[src/rtl/sync_fifo_param.sv]
// Single-clock FIFO with registered or first-word-fall-through read, occupancy count and status flags.
// Full rejects writes and empty rejects reads; wr_ack, overflow and underflow report the previous cycle's requests.
module sync_fifo_param #(
  parameter int DATA_WIDTH = 16,
  parameter int DEPTH      = 8,
  parameter int AF_THRESH  = DEPTH - 1,
  parameter int AE_THRESH  = 1,
  parameter int FWFT       = 0
) (
  input  logic                       clk,
  input  logic                       rst_n,
  input  logic                       wr_en,
  input  logic [DATA_WIDTH-1:0]      data_in,
  input  logic                       rd_en,
  output logic [DATA_WIDTH-1:0]      data_out,
  output logic                       wr_ack,
  output logic                       overflow,
  output logic                       underflow,
  output logic                       full,
  output logic                       empty,
  output logic                       almostfull,
  output logic                       almostempty,
  output logic [$clog2(DEPTH):0]     count
);

  localparam int AW = (DEPTH > 1) ? $clog2(DEPTH) : 1;
  localparam int CW = $clog2(DEPTH) + 1;
  localparam logic [CW-1:0] DEPTH_C = CW'(DEPTH);
  localparam logic [CW-1:0] AF_C    = CW'(AF_THRESH);
  localparam logic [CW-1:0] AE_C    = CW'(AE_THRESH);

  if ((DEPTH < 2) || ((DEPTH & (DEPTH - 1)) != 0) ||
      (AE_THRESH < 0) || (AE_THRESH >= AF_THRESH) || (AF_THRESH > DEPTH)) begin : g_bad_params
    $error("sync_fifo_param: illegal DEPTH/threshold parameters");
  end

  logic [DATA_WIDTH-1:0] mem [DEPTH];
  logic [AW-1:0]         wr_ptr;
  logic [AW-1:0]         rd_ptr;
  logic                  wr_accept;
  logic                  rd_accept;

  assign full        = (count == DEPTH_C);
  assign empty       = (count == '0);
  assign almostfull  = (count >= AF_C);
  assign almostempty = (count <= AE_C);

  assign wr_accept = wr_en && !full;
  assign rd_accept = rd_en && !empty;

  // Storage is deliberately left out of reset; the pointers alone define validity.
  always_ff @(posedge clk) begin
    if (wr_accept) begin
      mem[wr_ptr] <= data_in;
    end
  end

  always_ff @(posedge clk or negedge rst_n) begin
    if (!rst_n) begin
      wr_ptr    <= '0;
      rd_ptr    <= '0;
      count     <= '0;
      wr_ack    <= 1'b0;
      overflow  <= 1'b0;
      underflow <= 1'b0;
    end else begin
      if (wr_accept) wr_ptr <= wr_ptr + 1'b1;
      if (rd_accept) rd_ptr <= rd_ptr + 1'b1;
      case ({wr_accept, rd_accept})
        2'b10:   count <= count + 1'b1;
        2'b01:   count <= count - 1'b1;
        default: count <= count;
      endcase
      wr_ack    <= wr_accept;
      overflow  <= wr_en && full;
      underflow <= rd_en && empty;
    end
  end

  if (FWFT != 0) begin : g_fwft
    // Head word is visible without a read; contents are meaningless while empty.
    assign data_out = mem[rd_ptr];
  end else begin : g_reg_read
    always_ff @(posedge clk or negedge rst_n) begin
      if (!rst_n) begin
        data_out <= '0;
      end else if (rd_accept) begin
        data_out <= mem[rd_ptr];
      end
    end
  end

endmodule

[config.mk]
export PLATFORM = sky130hd
export DESIGN_NAME = sync_fifo_param
export DESIGN_NICKNAME = d
export VERILOG_FILES = /design/src/rtl/sync_fifo_param.sv
export SDC_FILE = /design/constraint.sdc
export NUM_CORES = 1
export LEC_CHECK = 0
export ABC_AREA = 1
export CAP_MARGIN = 20
export CORE_MARGIN = 2
export CORE_UTILIZATION = 45
export CTS_BUF_LIST = sky130_fd_sc_hd__clkbuf_16
export DETAILED_ROUTE_END_ITERATION = 8
export PLACE_DENSITY_LB_ADDON = 0.12
export SLEW_MARGIN = 40
export SYNTH_ARGS = -nofsm -noshare
export SYNTH_HDL_FRONTEND = slang
export SYNTH_SLANG_ARGS = --single-unit
[constraint.sdc]
create_clock -name clk -period 2.2 [get_ports clk]
set_input_delay 0.66 -clock clk [delete_from_list [all_inputs] [get_ports clk]]
set_output_delay 0.66 -clock clk [all_outputs]
set_load 0.03 [all_outputs]
==> Yosys cells after proc, flatten, opt, wreduce, memory -nomap -nowiden <==
Memories as Yosys holds them, arrays and structs flattened. A register that Yosys moved wholly into a read port is not among the register bits.
Index checks and enable logic that the tools add are counted.
{ "totals": {"inputBits": 20, "mem_bits_rw": 128, "memories": 1, "regBits": 13, "output_inout_bits": 27} }
{ "mem_list": {"columns": ["memory", "depth", "width", "rd", "rd_ports_with_merged_regs", "write_ports", "line_no", "text"], "rows": [
  ["mem", 8, 16, 1, 1, 1, "37", "logic [DATA_WIDTH-1:0] mem [DEPTH];"]
]} }
{ "op_classes": {"add_sub_neg": 4, "magnitude_cmp": 2, "eq_ne": 3, "mux": 3, "n_reduce_logical": 9} }
{ "op_table": {"columns": ["cell", "n"], "rows": [
  ["$pmux W4 S2", 1],
  ["$add A3 B1 Y3 const B", 2],
  ["$add A4 B1 Y4 const B", 1],
  ["$eq A4 B4 Y1 const B", 1],
  ["$ge A4 B3 Y1 const B", 1],
  ["$le A4 B1 Y1 const B", 1],
  ["$logic_and A1 B1 Y1", 4],
  ["$logic_not A4 Y1", 1],
  ["$sub A4 B1 Y4 const B", 1],
  ["$logic_not A1 Y1", 3],
  ["$eq A2 B1 Y1 const B", 1],
  ["$eq A2 B2 Y1 const B", 1],
  ["$mux W1", 2],
  ["$reduce_bool A2 Y1", 1]
]} }

==> Logic depth before layout (Yosys ltp) <==
Gate-level depths: netlist of run 1.
{ "logic_depth": {"word_depth": 5, "depth_mapped": 13} }

==> Worst setup path after synthesis of run 1 <==
OpenSTA, ideal clock, no wires.
{ "synth_timing": {"path_type": "reg-to-reg", "start": "register count[0]", "end": "memory mem[4][0], enable pin", "synth_period_minus_slack_ps": 2482, "t_arrival_ps": 2094, "stages_incl_launch_ff": 7, "path_slack_ps": -282, "n_path_buf": 0, "t_required_ps": 1812, "setup_time_ps": 388, "path_cell_list": "dfrtp_1 inv_1 ha_1 nand3_2 nand2_2 or2_4 nor2_1"} }
{ "synth_via": {"elab_chain_cells": 5} }
{ "synth_lines": {"columns": ["element", "line_no", "text"], "rows": [
  ["start: declaration", "23", "output logic [$clog2(DEPTH):0] count"],
  ["start signal: assignment", "70", "2'b10: count <= count + 1'b1;"],
  ["start signal: assignment", "71", "2'b01: count <= count - 1'b1;"],
  ["start signal: assignment", "72", "default: count <= count;"],
  ["$eq A4 B4 Y1", "43", "assign full = (count == DEPTH_C);"],
  ["$logic_not A1 Y1", "48", "assign wr_accept = wr_en && !full;"],
  ["$logic_and A1 B1 Y1", "48", null],
  ["$mux W1", "53", "if (wr_accept) begin"],
  ["$mux W1 (not written as such)", "54", "mem[wr_ptr] <= data_in;"],
  ["end: declaration", "37", null]
]} }
No other way between the ends.

==> Worst setup path after layout of run 1 <==
{ "layout_timing": {"start": "register data_out[4] (read register of mem)", "end": "output data_out[4]"} }
{ "layout_rtl": {"columns": ["element", "line_no", "text"], "rows": [
  ["start: declaration", "15", "output logic [DATA_WIDTH-1:0] data_out,"]
]} }
No word-level cell between the ends.

==> run metrics, run 1 <==
Sw Share 35.05%; register area 4573 µm²; fin cells 909; register bit total from synthesis approximately 160; CP Launch Type register; Tmin final about 2.1 ns; Worst Setup End Kind primary output; initial antenna violation count 0; total wire length 14.36 mm; starting density of the core between 40% and 50%; Detailed Place HPWL 8.990 mm; R2R depth 8; clock share of power ~28%; Clock Tree Buf Depth 2; Required @ worst endpoint 1.54 ns; Mapped Cells ~640; H-tree Lvls 4; Max Fanout on Critical Path 2; final net count 739; fmax between 0.4 and 0.5 GHz; RePlAce Congestion about 0.8; Worst-path clk slew 0.06 ns; Clock Skew 0.005637 ns; Rows 44; Critical Path AT between 1 and 1.5 ns; dpl cells 877; NetSw around 4.0 mW; hold slack approximately 0.27 ns; largest cells by area after synthesis edfxtp_1 57%, nand2_1 12%, dfrtp_1 11%; combinational power share a little over a third; CP cell instances clkdlybuf4s50_1; pwr/cell area between 1000 and 1500 nW/µm²; CTS Hold Bufs 0; CTS Sinks 157; kind of critical path reg -> out; Hold Path Class in -> async; die area around 16000 µm²; post-synth top area share between 50% and 60%; largest area contributor in the netlist edfxtp_1; syn_area_per_cell 10.47 µm²; Syn Nets 670; Port Buffers 46; DRT iter0 DRCs slightly above 300; DR WL/cell 15.80 µm; drt drc 0; post-synthesis sequential area ratio 67.84%; total congestion overflow 0; worst skew pair latency around 0.42 ns; worst slew pin tran roughly 0.55 ns; CP startpoint data_out[4]; Fill cells 1214; Netlist cell types 28; drt first pass iters 5; status completed; WP depth 1; Final Hold Viols 0; Final ANT Viol Nets 0; area delta synth->final 22.72%; static leakage 3.673 nW; Slew Limit Headroom 63.03%; crit path to data_out[4]; Max VDD drop between 600 and 700 µV; die width 126.3 µm; slowest stage delay, CP 0.68 ns; Int Pwr between 7 and 8 mW; Root Buffer clkbuf_16; boundary pin count 47; design area 8265 µm²; WP buf/inv 1; crit-path leading delay family buffers and inverters; Seq pwr share a little over a third; CTS tree done; placed standard-cell area about 7600 µm²; max-slew violations 0; GRT Total Usage between 10% and 20%; Setup Viol. Count Final 0; vias approximately 4400; MaxCap Viol Count 0; Antenna Cells 0; Register-to-Register Setup Slack 0.38 ns; Die Y approximately 130 µm; end of the worst register-to-register path mem[1][6]; Slowest-stage cell, CP clkdlybuf4s50_1; Final Util a little under three fifths; multi-input logic area 1617 µm²; unrepaired setup endpoints after global routing no; Critical R2R Launch count[1]; layout cells sized above 1 between 10% and 20%; core area around 15000 µm²; ratio of final minimum period to clock period 95.75%; vias in the first global route 4349; YS warnings 0; Via density just under 5; global-route wire length before repair between 20 and 25 mm; maximum number of pins on one net before global-route repair 66; CTS Buf Count 17; Post-Synthesis Cell Area 6735 µm²
[cells by family after synthesis]
kind of cell	count (synthesis)	synth area share (%)
AND/OR/NAND/NOR	322	20.49
AO/OA/AOI/OAI	8	0.6874
flip-flops	157	67.84
buffers and inverters	143	8.787
XOR/XNOR	6	0.8919
adder cells (fa/ha/maj)	7	1.300
[worst min-delay path by stage]
stage	startpoint	endpoint	slack [ns]	cells after the start
2_1_floorplan	rst_n	count[0]	0.36	0
3_3_place_gp	data_out[1]	data_out[1]	0.46	2
3_5_place_dp	data_out[5]	data_out[5]	0.47	2
4_1_cts	rst_n	data_out[15]	0.28	2
5_1_grt	rst_n	data_out[15]	0.31	2
6_report	rst_n	data_out[15]	0.27	2
[timing repair]
| action | in CTS | in global routing |
|---|---|---|
| buffers inserted | 0 | 0 |
| setup endpoints to repair | 8 | 2 |
| gates resized for setup | 19 | 2 |
[state kept, by name, indices dropped and copies added (netlist names)]
register   cells
overflow       1
wr_ptr         3
mem          128
data_out      16
count          4
underflow      1
rd_ptr         3
wr_ack         1
[through the flow]
| stage | setup TNS [ns] | setup slack, ns | power [mW] |
|---|---|---|---|
| after CTS | 0 | 0.02056 | 11.48 |
| after floorplan | -12.61 | -0.1970 | 6.804 |
| after global placement | -1.341 | -0.08796 | 8.211 |
| after global routing | 0 | 0.01223 | 12.07 |
| after detailed placement | -0.8351 | -0.04819 | 8.264 |
| final | 0 | 0.09357 | 11.38 |
[placed cells by master, fill, tap and decap left out, types with 2 or more instances in the layout]
cell type        synthesis  routed
buf_12                   0       7
buf_2                   18       3
buf_4                    6      26
bufinv_16                0       6
clkbuf_16                0      17
clkdlybuf4s50_1          0      37
clkinv_1                 1       4
clkinv_2                 0       3
dfrtp_1                 29      26
dfrtp_2                  0       3
dlygate4sd2_1            0       4
edfxtp_1               128     128
ha_1                     7       6
inv_1                  113     112
inv_2                    1       3
nand2_1                207     207
nand2_4                  2       2
nand3_1                 97      97
nor2_1                  10       6
nor2_4                   0       4
o21ai_0                  5       5
xnor2_1                  2       2
xor2_1                   3       3
[cell usage after synthesis]
cell type and number:
inv_2 1, inv_4 1, nand2_2 1, buf_2 18, xnor2_1 2, or2_4 1, nand2_1 207, nor2_1 10
o21ai_0 5, clkinv_1 1, dfrtp_1 29, ha_1 7, o21a_1 1, nand2_8 1, inv_1 113, nand4_1 1
xor2_2 1, buf_6 1, nand3_2 1, nand3_1 97, o22ai_1 1, xor2_1 3, edfxtp_1 128, o211ai_1 1
buf_4 6, nand2_4 2, clkbuf_1 2, nor2_2 1
[cell type report]
class                           count  share of cell area, %
Clock buffer                       17                  5.147
Clock inverter                     15                  2.740
Inverter                          116                  5.298
Multi-Input combinational cell    343                  19.56
Sequential cell                   157                  55.33
Tap cell                          184                  2.785
Timing Repair Buffer               77                  9.143
[power by group through the flow]
| stage | Clock (mW) | Sequential (mW) | Combinational (mW) |
|---|---|---|---|
| 3_3_place_gp | 0 | 4.14 | 4.07 |
| 5_1_grt | 3.41 | 4.16 | 4.51 |
| 3_5_place_dp | 0 | 4.15 | 4.12 |
| 2_1_floorplan | 0 | 4.50 | 2.31 |
| 4_1_cts | 3.28 | 4.10 | 4.11 |
| 6_report | 3.22 | 4.09 | 4.07 |
[layer usage]
metal	GRT usage, %	vias up	share of wire, %
met5	0	-	0
met4	7.498	0	2.0
met3	4.597	22	5.8
met2	29.51	131	46
met1	26.69	2106	46
li1	-	2186	-
Power figures use the tool's default switching activity.
==> run 2: changes to the inputs <==
--- a/config.mk
+++ b/config.mk
@@ -12,6 +12,7 @@
 export CTS_BUF_LIST = sky130_fd_sc_hd__clkbuf_16
 export DETAILED_ROUTE_END_ITERATION = 8
 export PLACE_DENSITY_LB_ADDON = 0.12
+export SKIP_CTS_REPAIR_TIMING = 1
 export SLEW_MARGIN = 40
 export SYNTH_ARGS = -nofsm -noshare
 export SYNTH_HDL_FRONTEND = slang
==> run metrics, run 2 (same netlist as run 1, synthesis figures left out) <==
combinational power share 35.9% (+0.2 points); Required @ worst endpoint 1.54 ns (about the same); core area 14590 µm² (unchanged); maximum number of pins on one net before global-route repair 66 (unchanged); Setup Viol. Count Final 0 (unchanged); clock share of power 28.2% (about the same); Max VDD drop 648.1 µV (+0.14%); global-route wire length before repair 23.08 mm (unchanged); slowest stage delay, CP 0.42 ns (-0.26 ns); total wire length 14.43 mm (+0.47%); drt drc 0 (unchanged); CTS Sinks 157 (unchanged); design area 8287 µm² (+0.26%); crit-path leading delay family flip-flops; Reg with most FFs mem; Detailed Place HPWL 8.990 mm (unchanged); placed standard-cell area 7614 µm² (unchanged); max-slew violations 0 (unchanged); die area 15960 µm² (unchanged); met1 wire length 6.666 mm (+1.5%); Register-to-Register Setup Slack 0.37 ns (about the same); Clock Tree Buf Depth 2 (unchanged); commonest cells after routing, fill and taps aside 207 x nand2_1, 128 x edfxtp_1, 112 x inv_1; initial antenna violation count 0 (unchanged); die width 126.3 µm (unchanged); area delta synth->final 23.04%; Antenna Cells 0 (unchanged); starting density of the core 46.17% (unchanged); vias in the first global route 4348 (-0.023%); GRT Total Usage 19.21% (unchanged); unrepaired setup endpoints after global routing yes; Final Hold Viols 0 (unchanged); kind of critical path reg -> out; DRT iter0 DRCs 316 (+3.9%); H-tree Lvls 4 (unchanged); fin cells 910 (+0.11%); CP cell instances buf_4 > ha_1 > o21a_1 > buf_2; R2R depth 8 (unchanged); vias 4476 (+0.70%); Rows 44 (unchanged); biggest regs mem (128), data_out (16), count (4); WP buf/inv 2 (+1); dpl cells 877 (unchanged); worst skew pair latency 0.42 ns (about the same); status completed; Sw Share 34.99% (-0.064 points); Worst-path clk slew 0.06 ns (about the same); Slowest-stage cell, CP dfrtp_1; Met3 Wirelength 778 µm (-6.4%); drt first pass iters 4 (-1); Int Pwr 7.420 mW (+0.39%); DR WL/cell 15.85 µm (+0.36%); Slew Limit Headroom 63.51% (+0.47 points); Final ANT Viol Nets 0 (unchanged); Max Fanout on Critical Path 5 (+3); static leakage 3.710 nW (+1.0%); fmax 0.4607 GHz (-3.0%); total congestion overflow 0 (unchanged); CP Launch Type register; Seq pwr share 35.8% (-0.2 points); Clock Skew 0.005715 ns (+0.00007830 ns); Critical Path AT 1.51 ns (+0.06 ns); Tmin final 2.171 ns (+0.06420 ns); Fill cells 1211 (-0.25%); setup TNS 0 ns (unchanged); pwr/cell area 1377 nW/µm² (about the same); Root Buffer clkbuf_16; Die Y 126.3 µm (unchanged); RePlAce Congestion 0.8037 (unchanged); Hold Path Class in -> async; MaxCap Viol Count 0 (unchanged); met2 WL 6.708 mm (+0.55%); CTS Buf Count 17 (unchanged); Port Buffers 46 (unchanged); worst slew pin tran 0.5468 ns (-0.007066 ns); WP depth 4 (+3); Worst Setup End Kind primary output; CTS tree done; Max Used Layer met4; most common cell after layout, fill and taps aside nand2_1; max reg flops 128 (unchanged); ratio of final minimum period to clock period 98.66% (+2.9 points); NetSw 3.993 mW (+0.10%); Via density 4.919 (+0.59%); layout cells sized above 1 11.57% (-0.016 points); boundary pin count 47 (unchanged); final net count 740 (+0.14%)
-- run 2: cell count changes in the layout (fill, tap and decap cells not counted) --
cell | before | now
buf_2 | 3 | 2
dlymetal6s2s_1 | 0 | 4
dfrtp_1 | 26 | 27
dlygate4sd2_1 | 4 | 0
buf_4 | 26 | 27
dfrtp_2 | 3 | 2
clkbuf_2 | 0 | 1
-- run 2: area by class of cell --
| cell class | instances | area, µm² | area share (%) |
|---|---|---|---|
| Tap cell | 184 | 230.2 | 2.778 |
| Inverter | 116 | 437.9 | 5.285 |
| Multi-Input combinational cell | 343 | 1617 | 19.51 |
| Sequential cell | 157 | 4572 | 55.17 |
| Clock buffer | 17 | 425.4 | 5.134 |
| Clock inverter | 15 | 226.5 | 2.733 |
| Timing Repair Buffer | 78 | 778.2 | 9.392 |
-- run 2: power by group through the flow --
stage / clock network (mW) / logic [mW] / registers [mW]
5_1_grt: 3.41 / 4.54 / 4.15
3_3_place_gp: 0 / 4.07 / 4.14
3_5_place_dp: 0 / 4.12 / 4.15
2_1_floorplan: 0 / 2.31 / 4.50
4_1_cts: 3.28 / 4.13 / 4.09
6_report: 3.22 / 4.10 / 4.09
-- run 2: path summary, 6_finish.rpt --
kind	start	to
worst max-delay path	count[0]	almostempty
worst min-delay path	rst_n	data_out[15]
worst max register to register	count[0]	mem[1][8]
worst min register to register	data_out[1]	data_out[1]
max in group asynchronous	rst_n	count[1]
min in group clk	data_out[1]	data_out[1]
-- run 2: metrics by stage --
stage	total power, mW	setup WS, ns	utilization (%)	hold slack [ns]
after floorplan	6.804	-0.1970	-	0.3644
after global placement	8.211	-0.08796	52.19	0.4630
after detailed placement	8.264	-0.04819	52.19	0.4658
after CTS	11.50	-0.4183	56.66	0.2802
after global routing	12.10	-0.04454	56.80	0.3089
final	11.41	0.02937	56.80	0.2761
-- run 2: layer usage --
metal | global-route usage, % | vias up
li1 | - | 2192
met1 | 26.69 | 2143
met2 | 29.51 | 121
met3 | 4.597 | 20
met4 | 7.498 | 0
met5 | 0 | -
-- run 2: worst reg2reg max path: stages, from the launching register on --
cell     delay [ns]
dfrtp_1        0.42
inv_2          0.08
ha_4           0.17
nand3_2        0.10
nand2_2        0.10
inv_2          0.07
nand2_1        0.10
nor2_1         0.28
buf_4          0.23
